`config.mk`:
```
export PLATFORM = sky130hd
export DESIGN_NAME = data_arith_extend
export DESIGN_NICKNAME = d
export VERILOG_FILES = /design/src/rtl/data_arith_extend_pkg.sv /design/src/rtl/data_arith_extend_lane.sv /design/src/rtl/data_arith_extend.sv
export SDC_FILE = /design/constraint.sdc
export NUM_CORES = 1
export LEC_CHECK = 0
export ABC_AREA = 1
export CAP_MARGIN = 40
export CORE_AREA = 2 2 39 41
export CTS_BUF_LIST = sky130_fd_sc_hd__clkbuf_4
export DETAILED_ROUTE_END_ITERATION = 16
export DIE_AREA = 0 0 41 43
export GPL_TIMING_DRIVEN = 0
export PLACE_DENSITY_LB_ADDON = 0.15
export SLEW_MARGIN = 20
export SYNTH_ARGS = -nofsm -noshare
export SYNTH_HDL_FRONTEND = slang
export SYNTH_SLANG_ARGS = --single-unit
```
`constraint.sdc`:
```
create_clock -name ctrl -period 1.14 [get_ports ctrl]
set_clock_uncertainty 0.05 [all_clocks]
set_input_delay 0.228 -clock ctrl [delete_from_list [all_inputs] [get_ports ctrl]]
set_output_delay 0.228 -clock ctrl [all_outputs]
set_load 0.02 [all_outputs]
```
`src/rtl/data_arith_extend_pkg.sv`:
```
// Shared types for the data_arith_extend block: the Control bundle and the
// signed/unsigned selector used by every lane.
package data_arith_extend_pkg;

    typedef struct packed {
        logic Clock;
        logic Reset;
    } ctrl_t;

    typedef enum logic {
        Unsigned = 1'b0,
        Signed   = 1'b1
    } sign_t;

endpackage

```
`src/rtl/data_arith_extend_lane.sv`:
```
// Combinational width adaptation of one lane: sign/zero extension when widening,
// pass-through when equal, truncation to the low bits when narrowing.
module data_arith_extend_lane
    import data_arith_extend_pkg::*;
#(
    parameter int IN_W  = 4,
    parameter int OUT_W = 8
) (
    input  logic [IN_W-1:0]  in,
    input  sign_t            sign,
    output logic [OUT_W-1:0] out
);

    generate
        if (OUT_W > IN_W) begin : g_extend
            logic w_fill;
            assign w_fill = (sign == Signed) & in[IN_W-1];
            assign out    = {{(OUT_W-IN_W){w_fill}}, in};
        end else if (OUT_W == IN_W) begin : g_pass
            // Sign has no effect when no bits are added.
            sign_t w_unused_sign;
            assign w_unused_sign = sign;
            assign out           = in;
        end else begin : g_trunc
            logic w_unused_bits;
            assign w_unused_bits = ^{sign, in[IN_W-1:OUT_W]};
            assign out           = in[OUT_W-1:0];
        end
    endgenerate

endmodule

```
`src/rtl/data_arith_extend.sv`:
```
// DEPTH independent lanes, each extended combinationally and captured in an
// output register every clock; synchronous reset clears all lanes.
module data_arith_extend
    import data_arith_extend_pkg::*;
#(
    parameter int IN_W  = 4,
    parameter int OUT_W = 8,
    parameter int DEPTH = 2
) (
    input  ctrl_t            ctrl,
    input  logic [IN_W-1:0]  in  [DEPTH-1:0],
    input  sign_t            sign,
    output logic [OUT_W-1:0] out [DEPTH-1:0]
);

    logic [OUT_W-1:0] w_ext     [DEPTH-1:0];
    logic [OUT_W-1:0] r_out_reg [DEPTH-1:0];

    genvar gi;
    generate
        for (gi = 0; gi < DEPTH; gi++) begin : g_lane
            data_arith_extend_lane #(
                .IN_W  (IN_W),
                .OUT_W (OUT_W)
            ) u_lane (
                .in   (in[gi]),
                .sign (sign),
                .out  (w_ext[gi])
            );

            // Reset wins over the load on the same edge.
            always_ff @(posedge ctrl.Clock) begin
                if (ctrl.Reset) begin
                    r_out_reg[gi] <= '0;
                end else begin
                    r_out_reg[gi] <= w_ext[gi];
                end
            end

            assign out[gi] = r_out_reg[gi];
        end
    endgenerate

endmodule

```
Word-level counts from Yosys, hierarchy flattened
Memory sizes are Yosys's and may differ from the RTL's.
Index checks and enable logic that the tools add are counted.
{ "totals": {"word_cells": 10, "register_bits": 0, "ram_bits": 16, "input_bits": 11, "n_memories": 1, "out_inout_bits": 16} }
{ "op_classes": {"mux": 5, "bitwise_logic": 4} }
{ "memory_table": {"columns": ["name", "words", "word_bits", "rd", "rd_clocked_by_memory_dff", "write_ports", "line", "text"], "rows": [
  ["r_out_reg", 2, 8, 2, 0, 2, "data_arith_extend.sv:17", "logic [OUT_W-1:0] r_out_reg [DEPTH-1:0];"]
]} }
{ "ops": {"columns": ["cell", "n"], "rows": [
  ["two-way mux 8 bit", 2],
  ["two-way mux 1 bit", 3],
  ["bitwise AND 1 bit", 2],
  ["bitwise OR 1 bit", 2]
]} }

Logic depth before layout (Yosys ltp)
Gate-level depths: netlist of run 1.
{ "depth": {"word_depth": 3, "mapped_depth": 2, "depth_no_buf": 2} }

Hierarchy
A second synthesis of run 1 with hierarchy kept.
{ "unflattened": {"cells_unflattened": 70, "area_unflattened_um2": 609.3} }
{ "modules_own_cells": {"columns": ["module", "instances", "cells_each", "area_each_um2"], "rows": [
  ["data_arith_extend", 1, 50, 474.2],
  ["data_arith_extend_lane", 2, 10, 67.6]
]} }

Worst setup path before layout of run 1
Ideal clock, no wire load.
{ "synth_path": {"path_kind": "reg-to-output", "from": "memory r_out_reg[1][6]", "to": "output port out[13] in the netlist's numbering", "slack_ns": 0.222, "path_stages_with_launch": 2, "arrival_ns": 0.640, "required_ns": 0.862, "path_cell_list": "dfxtp_1 > buf_4"} }
{ "synth_rtl": {"columns": ["element", "line", "text"], "rows": [
  ["start: declaration", "data_arith_extend.sv:17", null],
  ["end: declaration", "data_arith_extend.sv:13", "output logic [OUT_W-1:0] out [DEPTH-1:0]"]
]} }

==> results of run 1 <==
==> metal layers <==
layer	vias to the layer above	GRT usage [%]	part of all wire [%]
met5	-	0	0
met4	0	19.33	1.4
met3	2	18.85	11
met2	18	12.19	58
met1	133	4.545	30
li1	162	-	-
==> report_power, final <==
group	leakage, µW	internal [µW]	switching, µW
Combinational	0.000195	353	346
Clock	0.0000537	357	283
Sequential	0.0000839	494	43.7
Total	0.000333	1200	673
==> worst max-delay path, stage by stage (launching register included) <==
cell	delay, ns
dfxtp_2	0.33
buf_4	0.13
buf_6	0.12
==> worst min path at each step <==
stage / end / slack [ns] / depth (start not counted) / from
finish: r_out_reg[1][6] / 0.11 / 4 / ctrl[0]
global route: r_out_reg[1][6] / 0.13 / 4 / ctrl[0]
CTS: r_out_reg[1][6] / 0.12 / 4 / ctrl[0]
detailed placement: r_out_reg[1][1] / 0.14 / 2 / ctrl[0]
global placement: r_out_reg[0][0] / 0.14 / 2 / ctrl[0]
floorplan: r_out_reg[0][0] / 0.14 / 2 / ctrl[0]
==> layout by cell type (no fill, tap or decap), drive strengths merged <==
cell,count
nand2,2
clkbuf,8
dfxtp,10
buf,15
clkinvlp,1
nor2,10
clkdlybuf4s15,6
clkdlybuf4s50,9
inv,8
==> logic make-up after synthesis <==
| kind of cell | count (synthesis) |
|---|---|
| AND/OR/NAND/NOR | 12 |
| flip-flops | 10 |
| buffers and inverters | 15 |
==> final cells by class <==
class,instances,share of cell area (%)
buffer,7,8.671
clock buffer,6,6.936
clock inverter,1,0.7707
inverter,8,4.624
multi-input combinational,12,6.936
sequential,10,31.21
tap,16,3.083
timing repair buffer,25,37.76
==> repair_timing <==
item / 4_1_cts / 5_1_grt
setup endpoints to repair: 16 / 5
resized for setup: 68 / 2
setup buffers: 0 / 0
hold buffers: 0 / 0
pin swaps: 0 / 0
==> metrics by stage <==
| step | cell area [µm²] | utilization, % |
|---|---|---|
| floorplan | 331.6 | - |
| CTS | 659.4 | 47.65 |
| detailed placement | 601.8 | 43.49 |
| finish | 649.4 | 46.93 |
| global placement | 601.8 | 43.49 |
| global route | 649.4 | 46.93 |
==> results.sh, run 1 <==
export IMPL_status="completed"
export IMPL_crit_type="reg -> out"
export IMPL_synth_top_cell_area_share_pct=60.38
export IMPL_drtPass1Iterations=2
export IMPL_tightestPinTransition_ns=0.1274
export IMPL_ioPinCount=27
export IMPL_drc=0
export IMPL_fin_setup_tns_ns=0
export IMPL_ys_types=6
export IMPL_final_hold_violation_count=0
export IMPL_dp_slack_ns=-0.2061
export IMPL_die_width_um=41
export IMPL_numPortBuffers=25
export IMPL_die_y_um=43
export IMPL_synth_mux_area_share_pct=0
export IMPL_grt_setup_unrepaired="true"
export IMPL_finalSetupViolCount=0
export IMPL_wl_um=692
export IMPL_num_vias=315
export IMPL_fmax_ghz=0.9029
export IMPL_yosysWarningCount=0
export IMPL_synth_main_ff_cell="dfxtp_1"
export IMPL_grt_max_degree=7
export IMPL_synthAdderAreaFrac_pct=0
export IMPL_grt_pass1_vias=358
export IMPL_required_ns=0.86
export IMPL_synth_cells=37
export IMPL_holdWs_ns=0.1129
export IMPL_synth_avg_cell_area_um2=8.961
export IMPL_synthesis_nets=48
export IMPL_fin_crit_ns=1.108
export IMPL_synth_xor_area_share_pct=0
export IMPL_synth_top_family_by_area="buffers and inverters"
export IMPL_worst_ep_arrival_time_ns=0.83
export IMPL_power_uw=1877
export IMPL_ant_nets=0
export IMPL_cts_tree="yes"
export IMPL_antenna_found_initial=0
export IMPL_placementRows=14
export IMPL_wl_per_cell_um=8.141
export IMPL_fin_crit_sh_pct=97.15
export IMPL_critPathCaptureType="primary output"
export IMPL_crit_path_max_fanout=4
export IMPL_grt_pass1_wl_mm=1.110
export IMPL_p_leak_uw=0.0003329
export IMPL_synth_edf_count=0
export IMPL_synth_largest_area_cell="dfxtp_1"
export IMPL_multi_input_area_um2=45.04
export IMPL_final_cell_count_no_fill=85
export IMPL_fin_ws_ns=0.03247
export IMPL_grt_usage_pct=11.88
export IMPL_synthesis_area_um2=331.6
export IMPL_crit_start="r_out_reg[1][6]"
export IMPL_peakVddDrop_uv=1396
export IMPL_drt_iter0_markers=3
export IMPL_viasPerCell=3.706
export IMPL_synth_compound_area_share_pct=0
export IMPL_max_cap_viol_count=0
export IMPL_dieArea_um2=1763
export IMPL_worst_hold_path_type="clk -> reg"
export IMPL_gp_congestion=0.6613
export IMPL_final_nets=81
export IMPL_max_slew_margin_rel_pct=91.55
export IMPL_overflow=0
export IMPL_drive_above_1_share_pct=46.38
export IMPL_area_delta_synth_final_pct=95.85
export IMPL_ys_ff_latch=10
export IMPL_async_flop_share_pct=0
export IMPL_ys_top_cells_by_area="dfxtp_1 (60%), buf_4 (14%), nor2_1 (11%)"
export IMPL_core_area_um2=1384
export IMPL_largest_register_ffs=10
export IMPL_ys_seq_area_share_pct=60.38
export IMPL_dp_hpwl_um=509.3
export IMPL_critPathCapture="out[14]"
export IMPL_ys_top_cells_by_count="dfxtp_1 (10), nor2_1 (10), inv_1 (8)"
export IMPL_nFillCells=155
export IMPL_start_kind="flop"
export IMPL_start_util_pct=23.96
export IMPL_drv_slew=0
export IMPL_p_per_area_nw_per_um2=2890
export IMPL_n_antenna_cell=0
export IMPL_numPlacedInstances=78
export IMPL_yosys_area_share_simple_pct=13.58
export IMPL_ff_latch_area_um2=202.7
export IMPL_clk_pin_slew_ns=0.06
(Power assumes the default switching activity.)
==> run 2, diff against run 1 <==
Settings changed: DONT_BUFFER_PORTS set to 1.
==> results.sh, run 2 (synthesis gave the netlist of run 1 again) <==
export IMPL_worst_hold_path_type="in -> reg"
export IMPL_placementRows=14
export IMPL_ant_nets=0
export IMPL_holdWs_ns=0.02022
export IMPL_n_antenna_cell=0
export IMPL_core_area_um2=1384
export IMPL_fin_crit_ns=1.066
export IMPL_final_common_cell="nor2_1"
export IMPL_start_kind="flop"
export IMPL_required_ns=0.86
export IMPL_worst_ep_arrival_time_ns=0.79
export IMPL_drive_above_1_share_pct=36.36
export IMPL_dp_hpwl_um=446.5
export IMPL_wl_um=576
export IMPL_tightestPinTransition_ns=0.2265
export IMPL_clk_pin_slew_ns=0.06
export IMPL_die_width_um=41
export IMPL_layout_common_cells="nor2_1 (10), inv_1 (8), dfxtp_1 (8), buf_4 (6), clkbuf_4 (6)"
export IMPL_cp_num_buf_inv=1
export IMPL_final_cell_count_no_fill=60
export IMPL_critPathMaxStageDelay_ns=0.39
export IMPL_cts_setup_buffers=0
export IMPL_max_cap_viol_count=0
export IMPL_p_per_area_nw_per_um2=3767
export IMPL_p_leak_uw=0.0002169
export IMPL_grt_setup_unrepaired="false"
export IMPL_overflow=0
export IMPL_critPathCaptureType="primary output"
export IMPL_final_hold_violation_count=0
export IMPL_grt_usage_pct=9.586
export IMPL_cts_tree="yes"
export IMPL_peakVddDrop_uv=1080
export IMPL_crit_family="flip-flops"
export IMPL_start_util_pct=23.96
export IMPL_fin_crit_sh_pct=93.48
export IMPL_grt_pass1_wl_um=862
export IMPL_drtPass1Iterations=3
export IMPL_nFillCells=154
export IMPL_min_from="in[0]"
export IMPL_final_core_util_pct=29.57
export IMPL_die_y_um=43
export IMPL_fin_ws_ns=0.07438
export IMPL_antenna_found_initial=0
export IMPL_slowest_stage="dfxtp_4"
export IMPL_final_nets=56
export IMPL_multi_input_area_um2=45.04
export IMPL_drc=0
export IMPL_numPlacedInstances=53
export IMPL_numPortBuffers=0
export IMPL_area_delta_synth_final_pct=23.40
export IMPL_gp_congestion=0.5544
export IMPL_fin_setup_tns_ns=0
export IMPL_crit_chain="buf_4"
export IMPL_max_slew_margin_rel_pct=84.88
export IMPL_ioPinCount=27
export IMPL_wl_per_cell_um=9.600
export IMPL_crit_type="reg -> out"
export IMPL_hold_buffers=0
export IMPL_num_vias=221
export IMPL_dp_slack_ns=0.1829
export IMPL_finalSetupViolCount=0
export IMPL_largest_register_ffs=10
export IMPL_grt_max_degree=7
export IMPL_status="completed"
export IMPL_drv_slew=0
export IMPL_ctsResizeCount=2
export IMPL_drt_iter0_markers=4
export IMPL_viasPerCell=3.683
export IMPL_crit_path_max_fanout=4
export IMPL_grt_pass1_vias=304
export IMPL_ff_latch_area_um2=207.7
export IMPL_dieArea_um2=1763
export IMPL_fmax_ghz=0.9384
export IMPL_crit_start="r_out_reg[1][6]"
==> run 2: final timing paths <==
path                           to  cells past startpoint  slack (ns)
setup / recovery          out[14]                      1        0.07
hold / removal    r_out_reg[0][0]                      2        0.02
==> run 2: metrics by stage <==
| step | cell area [µm²] | power, µW |
|---|---|---|
| after floorplan | 331.6 | 1099 |
| after global placement | 351.6 | 1126 |
| after detailed placement | 351.6 | 1130 |
| after CTS | 404.1 | 1581 |
| after global routing | 409.1 | 1668 |
| final | 409.1 | 1541 |
==> run 2: power by group <==
group,switching [µW],internal [µW],leakage [µW],total (µW)
combinational,102,76.2,0.0000786,178
clock,270,356,0.0000537,627
sequential,233,504,0.0000845,737
==> run 2: layer usage <==
metal	vias up	global-route usage, %	part of all wire [%]
met5	-	0	0
met3	2	13.61	11
li1	110	-	-
met2	14	7.813	56
met1	95	4.248	31
met4	0	20.67	1.2
==> run 2: area by class of cell <==
class                      count  share of cell area [%]
clock buffer                   6                   11.01
inverter                       8                   7.339
sequential                    10                   50.76
multi-input combinational     12                   11.01
clock inverter                 1                   1.223
tap                           16                   4.893
buffer                         7                   13.76
